**src/rtl/id_uop_if.sv**
```systemverilog
// id_uop_if: IF-side push and EX-side pop channels of the ID micro-op queue.
//   slave  : view taken by id_uop_queue (accepts instructions, presents uops)
//   master : view taken by the producer/consumer side (fetch and execute)
//   in_*   : valid/ready push of {pc, inst, inslot}
//   out_*  : valid/ready pop of the decoded head uop
interface id_uop_if #(
    parameter int unsigned AOP_W  = 12,
    parameter int unsigned MMOP_W = 8
);
    logic              in_valid_i;
    logic              in_ready_o;
    logic [31:0]       in_pc_i;
    logic [31:0]       in_inst_i;
    logic              in_inslot_i;

    logic              out_valid_o;
    logic              out_ready_i;
    logic [31:0]       out_pc_o;
    logic [31:0]       out_inst_o;
    logic              out_inslot_o;
    logic [AOP_W-1:0]  out_aluop_o;
    logic [MMOP_W-1:0] out_memop_o;
    logic              out_ren1_o;
    logic              out_ren2_o;
    logic [4:0]        out_raddr1_o;
    logic [4:0]        out_raddr2_o;
    logic              out_wren_o;
    logic [4:0]        out_waddr_o;
    logic [31:0]       out_imm_o;
    logic [2:0]        out_src_sel_o;
    logic [3:0]        out_br_type_o;
    logic [31:0]       out_br_target_o;
    logic              out_ri_o;

    modport slave (
        input  in_valid_i, in_pc_i, in_inst_i, in_inslot_i, out_ready_i,
        output in_ready_o, out_valid_o, out_pc_o, out_inst_o, out_inslot_o,
               out_aluop_o, out_memop_o, out_ren1_o, out_ren2_o, out_raddr1_o,
               out_raddr2_o, out_wren_o, out_waddr_o, out_imm_o, out_src_sel_o,
               out_br_type_o, out_br_target_o, out_ri_o
    );

    modport master (
        output in_valid_i, in_pc_i, in_inst_i, in_inslot_i, out_ready_i,
        input  in_ready_o, out_valid_o, out_pc_o, out_inst_o, out_inslot_o,
               out_aluop_o, out_memop_o, out_ren1_o, out_ren2_o, out_raddr1_o,
               out_raddr2_o, out_wren_o, out_waddr_o, out_imm_o, out_src_sel_o,
               out_br_type_o, out_br_target_o, out_ri_o
    );
endinterface

```
**src/rtl/id_uop_queue.sv**
```systemverilog
// id_uop_queue: MIPS32 decode stage. Each accepted instruction is decoded into a uop and
// buffered in a DEPTH-entry FIFO between IF and EX. The head uop is held back while EX has a
// load whose destination it reads.
//   clk, rst_n         : clock, synchronous active-low reset
//   flush_i            : drop all queued uops and any same-cycle push/pop
//   bus (slave)        : in_* push channel from IF, out_* uop channel to EX
//   ex_load_valid_i    : EX holds a load
//   ex_load_waddr_i    : destination register of that load
//   count_o            : queue occupancy
//   stall_cnt_o        : saturating count of cycles the head was held by a load-use hazard
// ALU one-hot bits: 0 add, 1 sub, 2 slt, 3 sltu, 4 and, 5 or, 6 xor, 7 nor, 8 sll, 9 srl,
// 10 sra, 11 lui. Mem one-hot bits: 0 lb, 1 lbu, 2 lh, 3 lhu, 4 lw, 5 sb, 6 sh, 7 sw.
module id_uop_queue #(
    parameter int unsigned DEPTH         = 4,
    parameter int unsigned AOP_W         = 12,
    parameter int unsigned MMOP_W        = 8,
    parameter bit          LOAD_USE_HOLD = 1'b1,
    parameter int unsigned CNT_W         = 16
) (
    input  logic                     clk,
    input  logic                     rst_n,
    input  logic                     flush_i,
    id_uop_if.slave                  bus,
    input  logic                     ex_load_valid_i,
    input  logic [4:0]               ex_load_waddr_i,
    output logic [$clog2(DEPTH):0]   count_o,
    output logic [CNT_W-1:0]         stall_cnt_o
);
    localparam int unsigned PtrW = $clog2(DEPTH);
    localparam int unsigned CntW = PtrW + 1;

    typedef struct packed {
        logic [31:0]       pc;
        logic [31:0]       inst;
        logic              inslot;
        logic [AOP_W-1:0]  aluop;
        logic [MMOP_W-1:0] memop;
        logic              ren1;
        logic              ren2;
        logic [4:0]        raddr1;
        logic [4:0]        raddr2;
        logic              wren;
        logic [4:0]        waddr;
        logic [31:0]       imm;
        logic [2:0]        src_sel;
        logic [3:0]        br_type;
        logic [31:0]       br_target;
        logic              ri;
    } uop_t;

    uop_t            mem_q [DEPTH];
    uop_t            last_q, last_d;
    uop_t            dec, head, disp;
    logic [PtrW-1:0] wr_ptr_q, wr_ptr_d, rd_ptr_q, rd_ptr_d;
    logic [CntW-1:0] count_q, count_d;
    logic [CNT_W-1:0] stall_cnt_q, stall_cnt_d;
    logic            empty, hold, in_ready, out_valid, push, pop;

    // ---------------------------------------------------------------- decode
    logic [5:0]  op, funct;
    logic [4:0]  rs, rt, rd, sa;
    logic [15:0] imm16;
    logic [31:0] sext, pc4, btgt, jtgt;
    logic [11:0] aop;
    logic [7:0]  mop;
    logic        ren1, ren2, wren, link, itype, ri, rr;
    logic [31:0] imm, tgt;
    logic [2:0]  src;
    logic [3:0]  br;

    assign op    = bus.in_inst_i[31:26];
    assign rs    = bus.in_inst_i[25:21];
    assign rt    = bus.in_inst_i[20:16];
    assign rd    = bus.in_inst_i[15:11];
    assign sa    = bus.in_inst_i[10:6];
    assign funct = bus.in_inst_i[5:0];
    assign imm16 = bus.in_inst_i[15:0];
    assign sext  = {{16{imm16[15]}}, imm16};
    assign pc4   = bus.in_pc_i + 32'd4;
    assign btgt  = pc4 + {sext[29:0], 2'b00};
    assign jtgt  = {pc4[31:28], bus.in_inst_i[25:0], 2'b00};

    always_comb begin
        aop = '0; mop = '0; ren1 = 1'b0; ren2 = 1'b0; wren = 1'b0; link = 1'b0;
        itype = 1'b0; ri = 1'b0; rr = 1'b0; imm = '0; src = '0; br = '0; tgt = '0;
        case (op)
            6'h00: begin
                case (funct)
                    6'h00, 6'h02, 6'h03: begin  // shift by sa: src1 is sa, src2 is rt
                        ren2 = 1'b1; wren = 1'b1; imm = {27'b0, sa}; src = 3'b001;
                        aop[8] = (funct == 6'h00); aop[9] = (funct == 6'h02);
                        aop[10] = (funct == 6'h03);
                    end
                    6'h04, 6'h06, 6'h07: begin
                        rr = 1'b1;
                        aop[8] = (funct == 6'h04); aop[9] = (funct == 6'h06);
                        aop[10] = (funct == 6'h07);
                    end
                    6'h08: begin ren1 = 1'b1; br = 4'd11; end
                    6'h09: begin ren1 = 1'b1; link = 1'b1; br = 4'd12; end
                    6'h20, 6'h21: begin rr = 1'b1; aop[0] = 1'b1; end
                    6'h22, 6'h23: begin rr = 1'b1; aop[1] = 1'b1; end
                    6'h24: begin rr = 1'b1; aop[4] = 1'b1; end
                    6'h25: begin rr = 1'b1; aop[5] = 1'b1; end
                    6'h26: begin rr = 1'b1; aop[6] = 1'b1; end
                    6'h27: begin rr = 1'b1; aop[7] = 1'b1; end
                    6'h2a: begin rr = 1'b1; aop[2] = 1'b1; end
                    6'h2b: begin rr = 1'b1; aop[3] = 1'b1; end
                    default: ri = 1'b1;
                endcase
            end
            6'h01: begin
                ren1 = 1'b1; imm = sext; tgt = btgt;
                case (rt)
                    5'h00: br = 4'd6;
                    5'h01: br = 4'd3;
                    5'h10: begin br = 4'd8; link = 1'b1; end
                    5'h11: begin br = 4'd7; link = 1'b1; end
                    default: ri = 1'b1;
                endcase
            end
            6'h02: begin br = 4'd9; tgt = jtgt; end
            6'h03: begin br = 4'd10; tgt = jtgt; link = 1'b1; end
            6'h04, 6'h05: begin
                ren1 = 1'b1; ren2 = 1'b1; imm = sext; tgt = btgt;
                br = (op == 6'h04) ? 4'd1 : 4'd2;
            end
            6'h06, 6'h07: begin
                ren1 = 1'b1; imm = sext; tgt = btgt;
                br = (op == 6'h06) ? 4'd5 : 4'd4;
            end
            6'h08, 6'h09, 6'h0a, 6'h0b: begin
                ren1 = 1'b1; wren = 1'b1; itype = 1'b1; imm = sext; src = 3'b100;
                aop[0] = (op == 6'h08) || (op == 6'h09);
                aop[2] = (op == 6'h0a); aop[3] = (op == 6'h0b);
            end
            6'h0c, 6'h0d, 6'h0e: begin
                ren1 = 1'b1; wren = 1'b1; itype = 1'b1; imm = {16'b0, imm16}; src = 3'b100;
                aop[4] = (op == 6'h0c); aop[5] = (op == 6'h0d); aop[6] = (op == 6'h0e);
            end
            6'h0f: begin
                wren = 1'b1; itype = 1'b1; imm = {imm16, 16'b0}; src = 3'b100; aop[11] = 1'b1;
            end
            6'h20, 6'h21, 6'h23, 6'h24, 6'h25: begin
                ren1 = 1'b1; wren = 1'b1; itype = 1'b1; imm = sext; src = 3'b100;
                aop[0] = 1'b1;
                mop[0] = (op == 6'h20); mop[1] = (op == 6'h24); mop[2] = (op == 6'h21);
                mop[3] = (op == 6'h25); mop[4] = (op == 6'h23);
            end
            6'h28, 6'h29, 6'h2b: begin
                ren1 = 1'b1; ren2 = 1'b1; itype = 1'b1; imm = sext; src = 3'b100;
                aop[0] = 1'b1;
                mop[5] = (op == 6'h28); mop[6] = (op == 6'h29); mop[7] = (op == 6'h2b);
            end
            default: ri = 1'b1;
        endcase
        if (rr) begin
            ren1 = 1'b1; ren2 = 1'b1; wren = 1'b1;
        end
        // Linking branches/jumps compute pc+8 in the ALU.
        if (link) begin
            wren = 1'b1; aop = 12'h001; src = 3'b011;
        end
    end

    always_comb begin
        dec           = '0;
        dec.pc        = bus.in_pc_i;
        dec.inst      = bus.in_inst_i;
        dec.inslot    = bus.in_inslot_i;
        dec.ri        = ri;
        if (!ri) begin
            dec.aluop     = AOP_W'(aop);
            dec.memop     = MMOP_W'(mop);
            dec.ren1      = ren1;
            dec.ren2      = ren2;
            dec.raddr1    = ren1 ? rs : 5'd0;
            dec.raddr2    = ren2 ? rt : 5'd0;
            dec.wren      = wren;
            dec.waddr     = link ? 5'd31 : (itype ? rt : rd);
            dec.imm       = imm;
            dec.src_sel   = src;
            dec.br_type   = br;
            dec.br_target = tgt;
        end
    end

    // ---------------------------------------------------------------- queue control
    assign head      = mem_q[rd_ptr_q];
    assign empty     = (count_q == '0);
    assign hold      = LOAD_USE_HOLD && ex_load_valid_i && (ex_load_waddr_i != 5'd0) &&
                       ((head.ren1 && (head.raddr1 == ex_load_waddr_i)) ||
                        (head.ren2 && (head.raddr2 == ex_load_waddr_i)));
    assign in_ready  = (count_q < CntW'(DEPTH));
    assign out_valid = !empty && !hold && !flush_i;
    assign push      = bus.in_valid_i && in_ready && !flush_i;
    assign pop       = out_valid && bus.out_ready_i;
    // With nothing queued, EX sees the last uop it popped (zero after reset or flush).
    assign disp      = empty ? last_q : head;

    always_comb begin
        wr_ptr_d    = wr_ptr_q;
        rd_ptr_d    = rd_ptr_q;
        count_d     = count_q;
        last_d      = last_q;
        stall_cnt_d = stall_cnt_q;
        if (!empty && hold && (stall_cnt_q != '1)) begin
            stall_cnt_d = stall_cnt_q + CNT_W'(1);
        end
        if (flush_i) begin
            wr_ptr_d = '0;
            rd_ptr_d = '0;
            count_d  = '0;
            last_d   = '0;
        end else begin
            wr_ptr_d = wr_ptr_q + PtrW'(push);
            rd_ptr_d = rd_ptr_q + PtrW'(pop);
            count_d  = count_q + CntW'(push) - CntW'(pop);
            if (pop) begin
                last_d = head;
            end
        end
    end

    always_ff @(posedge clk) begin
        if (!rst_n) begin
            wr_ptr_q    <= '0;
            rd_ptr_q    <= '0;
            count_q     <= '0;
            last_q      <= '0;
            stall_cnt_q <= '0;
        end else begin
            wr_ptr_q    <= wr_ptr_d;
            rd_ptr_q    <= rd_ptr_d;
            count_q     <= count_d;
            last_q      <= last_d;
            stall_cnt_q <= stall_cnt_d;
        end
    end

    // Storage needs no reset: entries are only observed while counted as occupied.
    always_ff @(posedge clk) begin
        if (push) begin
            mem_q[wr_ptr_q] <= dec;
        end
    end

    // ---------------------------------------------------------------- outputs
    assign bus.in_ready_o      = in_ready;
    assign bus.out_valid_o     = out_valid;
    assign bus.out_pc_o        = disp.pc;
    assign bus.out_inst_o      = disp.inst;
    assign bus.out_inslot_o    = disp.inslot;
    assign bus.out_aluop_o     = disp.aluop;
    assign bus.out_memop_o     = disp.memop;
    assign bus.out_ren1_o      = disp.ren1;
    assign bus.out_ren2_o      = disp.ren2;
    assign bus.out_raddr1_o    = disp.raddr1;
    assign bus.out_raddr2_o    = disp.raddr2;
    assign bus.out_wren_o      = disp.wren;
    assign bus.out_waddr_o     = disp.waddr;
    assign bus.out_imm_o       = disp.imm;
    assign bus.out_src_sel_o   = disp.src_sel;
    assign bus.out_br_type_o   = disp.br_type;
    assign bus.out_br_target_o = disp.br_target;
    assign bus.out_ri_o        = disp.ri;
    assign count_o             = count_q;
    assign stall_cnt_o         = stall_cnt_q;
endmodule

```
**src/flat_wrapper.sv**
```systemverilog
// flat-port wrapper written by rule: the top's interface ports become plain ports
module id_uop_queue_flat 
#(
    parameter int unsigned DEPTH         = 4,
    parameter int unsigned AOP_W         = 12,
    parameter int unsigned MMOP_W        = 8,
    parameter bit          LOAD_USE_HOLD = 1'b1,
    parameter int unsigned CNT_W         = 16
)
  (clk, rst_n, flush_i, ex_load_valid_i, ex_load_waddr_i, count_o, stall_cnt_o, bus_in_valid_i, bus_in_pc_i, bus_in_inst_i, bus_in_inslot_i, bus_out_ready_i, bus_in_ready_o, bus_out_valid_o, bus_out_pc_o, bus_out_inst_o, bus_out_inslot_o, bus_out_aluop_o, bus_out_memop_o, bus_out_ren1_o, bus_out_ren2_o, bus_out_raddr1_o, bus_out_raddr2_o, bus_out_wren_o, bus_out_waddr_o, bus_out_imm_o, bus_out_src_sel_o, bus_out_br_type_o, bus_out_br_target_o, bus_out_ri_o);
  id_uop_if #(.AOP_W(AOP_W), .MMOP_W(MMOP_W)) bus_i ();
  input  logic clk;
  input  logic rst_n;
  input  logic flush_i;
  input  logic ex_load_valid_i;
  input  logic [4:0] ex_load_waddr_i;
  output logic [$clog2(DEPTH):0] count_o;
  output logic [CNT_W-1:0] stall_cnt_o;
  input wire logic [$bits(bus_i.in_valid_i)-1:0] bus_in_valid_i;
  input wire logic [$bits(bus_i.in_pc_i)-1:0] bus_in_pc_i;
  input wire logic [$bits(bus_i.in_inst_i)-1:0] bus_in_inst_i;
  input wire logic [$bits(bus_i.in_inslot_i)-1:0] bus_in_inslot_i;
  input wire logic [$bits(bus_i.out_ready_i)-1:0] bus_out_ready_i;
  output wire logic [$bits(bus_i.in_ready_o)-1:0] bus_in_ready_o;
  output wire logic [$bits(bus_i.out_valid_o)-1:0] bus_out_valid_o;
  output wire logic [$bits(bus_i.out_pc_o)-1:0] bus_out_pc_o;
  output wire logic [$bits(bus_i.out_inst_o)-1:0] bus_out_inst_o;
  output wire logic [$bits(bus_i.out_inslot_o)-1:0] bus_out_inslot_o;
  output wire logic [$bits(bus_i.out_aluop_o)-1:0] bus_out_aluop_o;
  output wire logic [$bits(bus_i.out_memop_o)-1:0] bus_out_memop_o;
  output wire logic [$bits(bus_i.out_ren1_o)-1:0] bus_out_ren1_o;
  output wire logic [$bits(bus_i.out_ren2_o)-1:0] bus_out_ren2_o;
  output wire logic [$bits(bus_i.out_raddr1_o)-1:0] bus_out_raddr1_o;
  output wire logic [$bits(bus_i.out_raddr2_o)-1:0] bus_out_raddr2_o;
  output wire logic [$bits(bus_i.out_wren_o)-1:0] bus_out_wren_o;
  output wire logic [$bits(bus_i.out_waddr_o)-1:0] bus_out_waddr_o;
  output wire logic [$bits(bus_i.out_imm_o)-1:0] bus_out_imm_o;
  output wire logic [$bits(bus_i.out_src_sel_o)-1:0] bus_out_src_sel_o;
  output wire logic [$bits(bus_i.out_br_type_o)-1:0] bus_out_br_type_o;
  output wire logic [$bits(bus_i.out_br_target_o)-1:0] bus_out_br_target_o;
  output wire logic [$bits(bus_i.out_ri_o)-1:0] bus_out_ri_o;
  assign bus_i.in_valid_i = bus_in_valid_i;
  assign bus_i.in_pc_i = bus_in_pc_i;
  assign bus_i.in_inst_i = bus_in_inst_i;
  assign bus_i.in_inslot_i = bus_in_inslot_i;
  assign bus_i.out_ready_i = bus_out_ready_i;
  assign bus_in_ready_o = bus_i.in_ready_o;
  assign bus_out_valid_o = bus_i.out_valid_o;
  assign bus_out_pc_o = bus_i.out_pc_o;
  assign bus_out_inst_o = bus_i.out_inst_o;
  assign bus_out_inslot_o = bus_i.out_inslot_o;
  assign bus_out_aluop_o = bus_i.out_aluop_o;
  assign bus_out_memop_o = bus_i.out_memop_o;
  assign bus_out_ren1_o = bus_i.out_ren1_o;
  assign bus_out_ren2_o = bus_i.out_ren2_o;
  assign bus_out_raddr1_o = bus_i.out_raddr1_o;
  assign bus_out_raddr2_o = bus_i.out_raddr2_o;
  assign bus_out_wren_o = bus_i.out_wren_o;
  assign bus_out_waddr_o = bus_i.out_waddr_o;
  assign bus_out_imm_o = bus_i.out_imm_o;
  assign bus_out_src_sel_o = bus_i.out_src_sel_o;
  assign bus_out_br_type_o = bus_i.out_br_type_o;
  assign bus_out_br_target_o = bus_i.out_br_target_o;
  assign bus_out_ri_o = bus_i.out_ri_o;
  id_uop_queue #(.DEPTH(DEPTH), .AOP_W(AOP_W), .MMOP_W(MMOP_W), .LOAD_USE_HOLD(LOAD_USE_HOLD), .CNT_W(CNT_W)) u_core (.clk(clk), .rst_n(rst_n), .flush_i(flush_i), .bus(bus_i), .ex_load_valid_i(ex_load_valid_i), .ex_load_waddr_i(ex_load_waddr_i), .count_o(count_o), .stall_cnt_o(stall_cnt_o));
endmodule
```
**config.mk**
```make
export PLATFORM = sky130hd
export DESIGN_NAME = id_uop_queue_flat
export DESIGN_NICKNAME = d
export VERILOG_FILES = /design/src/rtl/id_uop_if.sv /design/src/rtl/id_uop_queue.sv /design/src/flat_wrapper.sv
export SDC_FILE = /design/constraint.sdc
export NUM_CORES = 1
export LEC_CHECK = 0
export BUFFER_PORTS_ARGS = -buffer_cell sky130_fd_sc_hd__buf_2
export CORE_MARGIN = 1.5
export CORE_UTILIZATION = 54
export DETAILED_ROUTE_END_ITERATION = 8
export MAX_ROUTING_LAYER = met4
export PLACE_DENSITY = 0.73
export SYNTH_ARGS = -nofsm -noshare
export SYNTH_HDL_FRONTEND = slang
export SYNTH_SLANG_ARGS = --single-unit
```
**constraint.sdc**
```tcl
create_clock -name clk -period 33.2 [get_ports clk]
set_input_delay 3.32 -clock clk [delete_from_list [all_inputs] [get_ports clk]]
set_output_delay 3.32 -clock clk [all_outputs]
set_load 0.005 [all_outputs]
```
* After elaboration in Yosys (flattened, before gate mapping)
Memory sizes are Yosys's and may differ from the RTL's. A register that Yosys moved wholly into a read port is not among the register bits. Index checks and enable logic that the tools add are counted.
Operators by class: bitwise operators 1, eq/ne operators 46, order comparisons 1, reduce and logical (&&, ||, !) cells 46, muxes and demuxes 56, add/sub/neg operators 7
Operator list (count):
- 175-bit two-way mux | 1
- 32-bit one-hot mux with 4 select lines | 1
- 109-bit two-way mux | 1
- 6-bit == test (second input constant) | 18
- 32-bit one-hot mux with 2 select lines | 1
- 6-bit by 4-bit == test with 1-bit output (second input constant) | 10
- 6-bit by 3-bit == test with 1-bit output (second input constant) | 7
- 32-bit by 3-bit adder with 32-bit output (second input constant) | 1
- 32-bit adder | 1
- 5-bit two-way mux | 6
- 1-bit two-way mux | 27
- 13-bit OR reduction | 2
- 6-bit by 2-bit == test with 1-bit output (second input constant) | 4
- 4-bit one-hot mux with 6 select lines | 1
- 22-bit OR reduction | 1
- 20-bit OR reduction | 1
- 3-bit one-hot mux with 2 select lines | 3
- 18-bit OR reduction | 1
- 17-bit OR reduction | 1
- 16-bit by 1-bit adder with 16-bit output (second input constant) | 1
- 16-bit inequality test (second input constant) | 1
- 4-bit one-hot mux with 4 select lines | 1
- 16-bit OR reduction | 1
- 2-bit OR reduction | 8
- 28 further kinds | 57
Word-level totals: register bits after elaboration 198, bits of input ports 76, RAM bits 700, memories kept 1
Memory list:
- u_core.mem_q | words 4, bits a word 175, read ports 1, clocked after memory_dff 1, write ports 1, line id_uop_queue.sv:51 | uop_t mem_q [DEPTH];

* Longest topological paths before layout
depth in word-level cells 10, depth in mapped cells 19

* Least setup slack after synthesis
No wires, ideal clock.
kind input -> register, start input flush_i, end memory u_core.mem_q[1][0] (netlist name), enable pin, slack 16.121 ns, stages 3, setup time 0.960 ns, data arrival time 16.119 ns, path buffers 0, required time 32.240 ns, cell sequence nor2_1 nand2_1 nor3b_1
Between the ends: longest elaborated chain between the ends 4
Ends and longest elaborated chain:
- start, declared | line flat_wrapper.sv:14 | input logic flush_i;
- 1-bit zero test | line id_uop_queue.sv:196 | assign push = bus.in_valid_i && in_ready && !flush_i;
- 1-bit logical AND | line id_uop_queue.sv:196
- 1-bit two-way mux | line id_uop_queue.sv:243 | if (push) begin
- 1-bit two-way mux (implied by the code) | line id_uop_queue.sv:244 | mem_q[wr_ptr_q] <= dec;
- end, declared | line id_uop_queue.sv:51
Every way passes these cells.

* Final worst setup path
start input ex_load_waddr_i[1], end output bus_out_valid_o
Between the ends: longest elaborated chain between the ends 7
Ends and longest elaborated chain:
- start, declared | line flat_wrapper.sv:16 | input logic [4:0] ex_load_waddr_i;
- 5-bit == test (on tied branches) | line id_uop_queue.sv:192, id_uop_queue.sv:193
- 1-bit logical AND (on tied branches) | line id_uop_queue.sv:192, id_uop_queue.sv:193
- 1-bit logical OR | line id_uop_queue.sv:192 | ((head.ren1 && (head.raddr1 == ex_load_waddr_i)) ||
- 1-bit logical AND * | line id_uop_queue.sv:191 | assign hold = LOAD_USE_HOLD && ex_load_valid_i && (ex_load_waddr_i != 5'd0) &&
- 1-bit zero test * | line id_uop_queue.sv:195 | assign out_valid = !empty && !hold && !flush_i;
- 1-bit logical AND * (2 in series) | line id_uop_queue.sv:195
- end, declared | line flat_wrapper.sv:25 | output wire logic [$bits(bus_i.out_valid_o)-1:0] bus_out_valid_o;
Every way passes the cells marked *; elsewhere a longest branch is shown, timed or not.

==> impl_metrics.toml <==
[outcome]
status = "completed"

[floorplan]
die_w_um = 268
rows = 97
ioPinCount = 272
die_h_um = 268
die-area_um2 = 72000
start_util = 0.544
coreArea_um2 = 69900

[grt]
overflow = 0
antenna_found_initial = 9
grt_util_all_layers = 0.263
grt_pass1_vias = 23300
grt_pass1_wl_mm = 137
grt_max_degree = 124

[detailed_routing]
dr.pass1.iters = 5
dr.first_iter.drc_count = 1886
drc_errors = 0
ant_nets = 0
via_per_inst = 5.99
avgRoutedWirePerCell_um = 23.6
num_vias = 23200
wl_mm = 91.5

[setup_path]
worstPathArrival_ns = 4.60
start_kind = "input port"
worstSetupEndpointType = "output port"
path_class = "input port to output port"
cp_max_fo = 4
worstPathRequired_ns = 29.88

[cts]
tritoncts = "built"
cts_made_buffers = 93
clkTransAtPathRegs_ns = 0.06
clk_path_buf_depth = 3
cts_sinks = 898
postCtsHoldBufs = 0
clkLatencyLatePin_ns = 0.66
postCtsSetupRepairBufs = 0
cts_root_buffer = "clkbuf_16"
cts_resized = 0
htreeDepth = 3

[sta]
max_freq_ghz = 0.126
finalSetupTns_ns = 0
period_needed_ns = 7.92
tightest_slew_ns = 1.10
skew_ns = 0.0242
finalCritPeriodShare = 0.239
finalSetupViolCount = 0
hold_viol_final = 0
relSlewSlack = 0.265
rsz0062_at_grt = "no"
maxSlewViolCount = 0

[power_and_ir_drop]
p_int_mw = 1.90
powerDensity_nw_per_um2 = 56.2
ir_drop_v = 0.0000422
p_sw_frac = 0.221
pwr-share-comb = 0.065
switchingPower_mw = 0.540
p_leak_nw = 15.2
pwr-share-seq = 0.503
clockPowerShare = 0.432

[finish]
fin_area_um2 = 43400
drive_gt1_frac = 0.281
fillCellCount = 5093
synthToLayoutAreaGrowth_pct = 14.2
final_common_cell = "edfxtp_1"
final_cell_mix = "700 x edfxtp_1, 444 x nand2_1, 271 x buf_2, 230 x a21oi_1, 196 x dfxtp_1"
final_util = 0.621
num-nets-final = 2966

[run]
max_cap_violations = 0

[synth]
syn_area_per_cell_um2 = 14.6
synth.top_cell.area_share = 0.553
ys_seq_area_frac = 0.657
synth-seq-cells = 898
synth_cell_type_count = 69
syn_area_um2 = 38000
yosys_warnings = 0
synth_top_area_cell = "edfxtp_1"
syn_nets = 2721
synth_edf_count = 700
syn_inst = 2602
synthTopCellsByArea = "edfxtp_1 55%, dfxtp_1 10%, mux4_2 10%"
ys.flop_type = "edfxtp_1"
async_flop_share = 0

[placed_design]
io_buffers = 271
place_area_um2 = 40300
dp_hpwl_mm = 54.6
gp_congestion = 0.947

[min_path]
worstHoldPathType = "register to register"
[power groups by stage]
stage | registers, mW | logic (mW) | clock network [mW]
floorplan | 1.25 | 0.0964 | 0
global placement | 1.25 | 0.154 | 0
detailed placement | 1.25 | 0.157 | 0
CTS | 1.23 | 0.158 | 1.07
global route | 1.23 | 0.171 | 1.11
finish | 1.23 | 0.158 | 1.05
[cells by family (layout without fill, tap and decap cells)]
logic type,count (synthesis),count (layout),synth area share
xor+xnor,78,78,0.0180
mux,359,359,0.158
fa+ha+maj,43,43,0.0145
buf+inv,178,504,0.0187
flops,898,898,0.657
compound gates,355,355,0.0540
other cells,0,6,0
simple gates,691,691,0.0797
[registers in the layout, summed over array words and instances (netlist names)]
register,cells
u_core.rd_ptr_q,2
u_core.count_o,3
u_core.mem_q,700
u_core.last_q,175
u_core.wr_ptr_q,2
u_core.stall_cnt_o,16
[final cells by class]
| class | instances | area, um^2 | share of cell area |
|---|---|---|---|
| Sequential cell | 898 | 25000 | 0.576 |
| Multi-Input combinational cell | 1526 | 12400 | 0.286 |
| Clock buffer | 118 | 2460 | 0.0567 |
| Timing Repair Buffer | 302 | 1600 | 0.0369 |
| Tap cell | 940 | 1180 | 0.0271 |
| Clock inverter | 58 | 661 | 0.0152 |
| Inverter | 26 | 103 | 0.00236 |
| Antenna cell | 6 | 15.0 | 0.000346 |
[cell usage after synthesis (17+ instances only)]
cell and number:
xnor2_1 56, xor2_1 22, ha_1 41, dfxtp_1 198, buf_2 21, mux2_2 175, nor2_1 64, nand4_1 26
and3_1 17, clkbuf_1 107, mux4_2 175, nor3_1 18, nand3_1 31, buf_1 22, nand2b_1 19, o21ai_0 46
and2_1 36, a21oi_1 230, nand2_1 444, inv_1 25, edfxtp_1 700
[metal layers]
metal / part of all wire / GRT usage / routed length (um) / up-vias
met4: 0.024 / 0.0860 / 2160 / 0
met2: 0.50 / 0.436 / 46100 / 905
met1: 0.41 / 0.334 / 37300 / 11800
met3: 0.064 / 0.0392 / 5900 / 153
li1: - / - / - / 10300
met5: 0 / - / 0 / -
[metrics by stage]
stage	cells	setup WS [ns]	power (mW)	hold WS (ns)
after global placement	3692	25.25	1.40	0.437
after floorplan	2602	16.12	1.35	0.433
after CTS	3868	25.27	2.45	0.453
final	3874	25.28	2.44	0.453
after detailed placement	3692	25.27	1.41	0.443
after global routing	3874	25.22	2.51	0.469
[final timing paths]
check,startpoint,endpoint,slack [ns],cells after the start
worst max register to register,u_core.rd_ptr_q[0]$_SDFF_PP0_,u_core.count_o[2]$_SDFF_PP0_,27.32,15
worst max-delay path,ex_load_waddr_i[1],bus_out_valid_o,25.28,6
worst min register to register,u_core.last_q[2]$_SDFFE_PP0P_,u_core.last_q[2]$_SDFFE_PP0P_,0.45,2
worst min-delay path,u_core.last_q[2]$_SDFFE_PP0P_,u_core.last_q[2]$_SDFFE_PP0P_,0.45,2
[critical path, cell delays in order]
cell      delay (ns)
buf_2           0.13
or4_1           0.58
o211ai_4        0.33
nand2_1         0.09
inv_1           0.06
buf_2           0.10
Note: power is estimated with default switching activity, not from simulation.
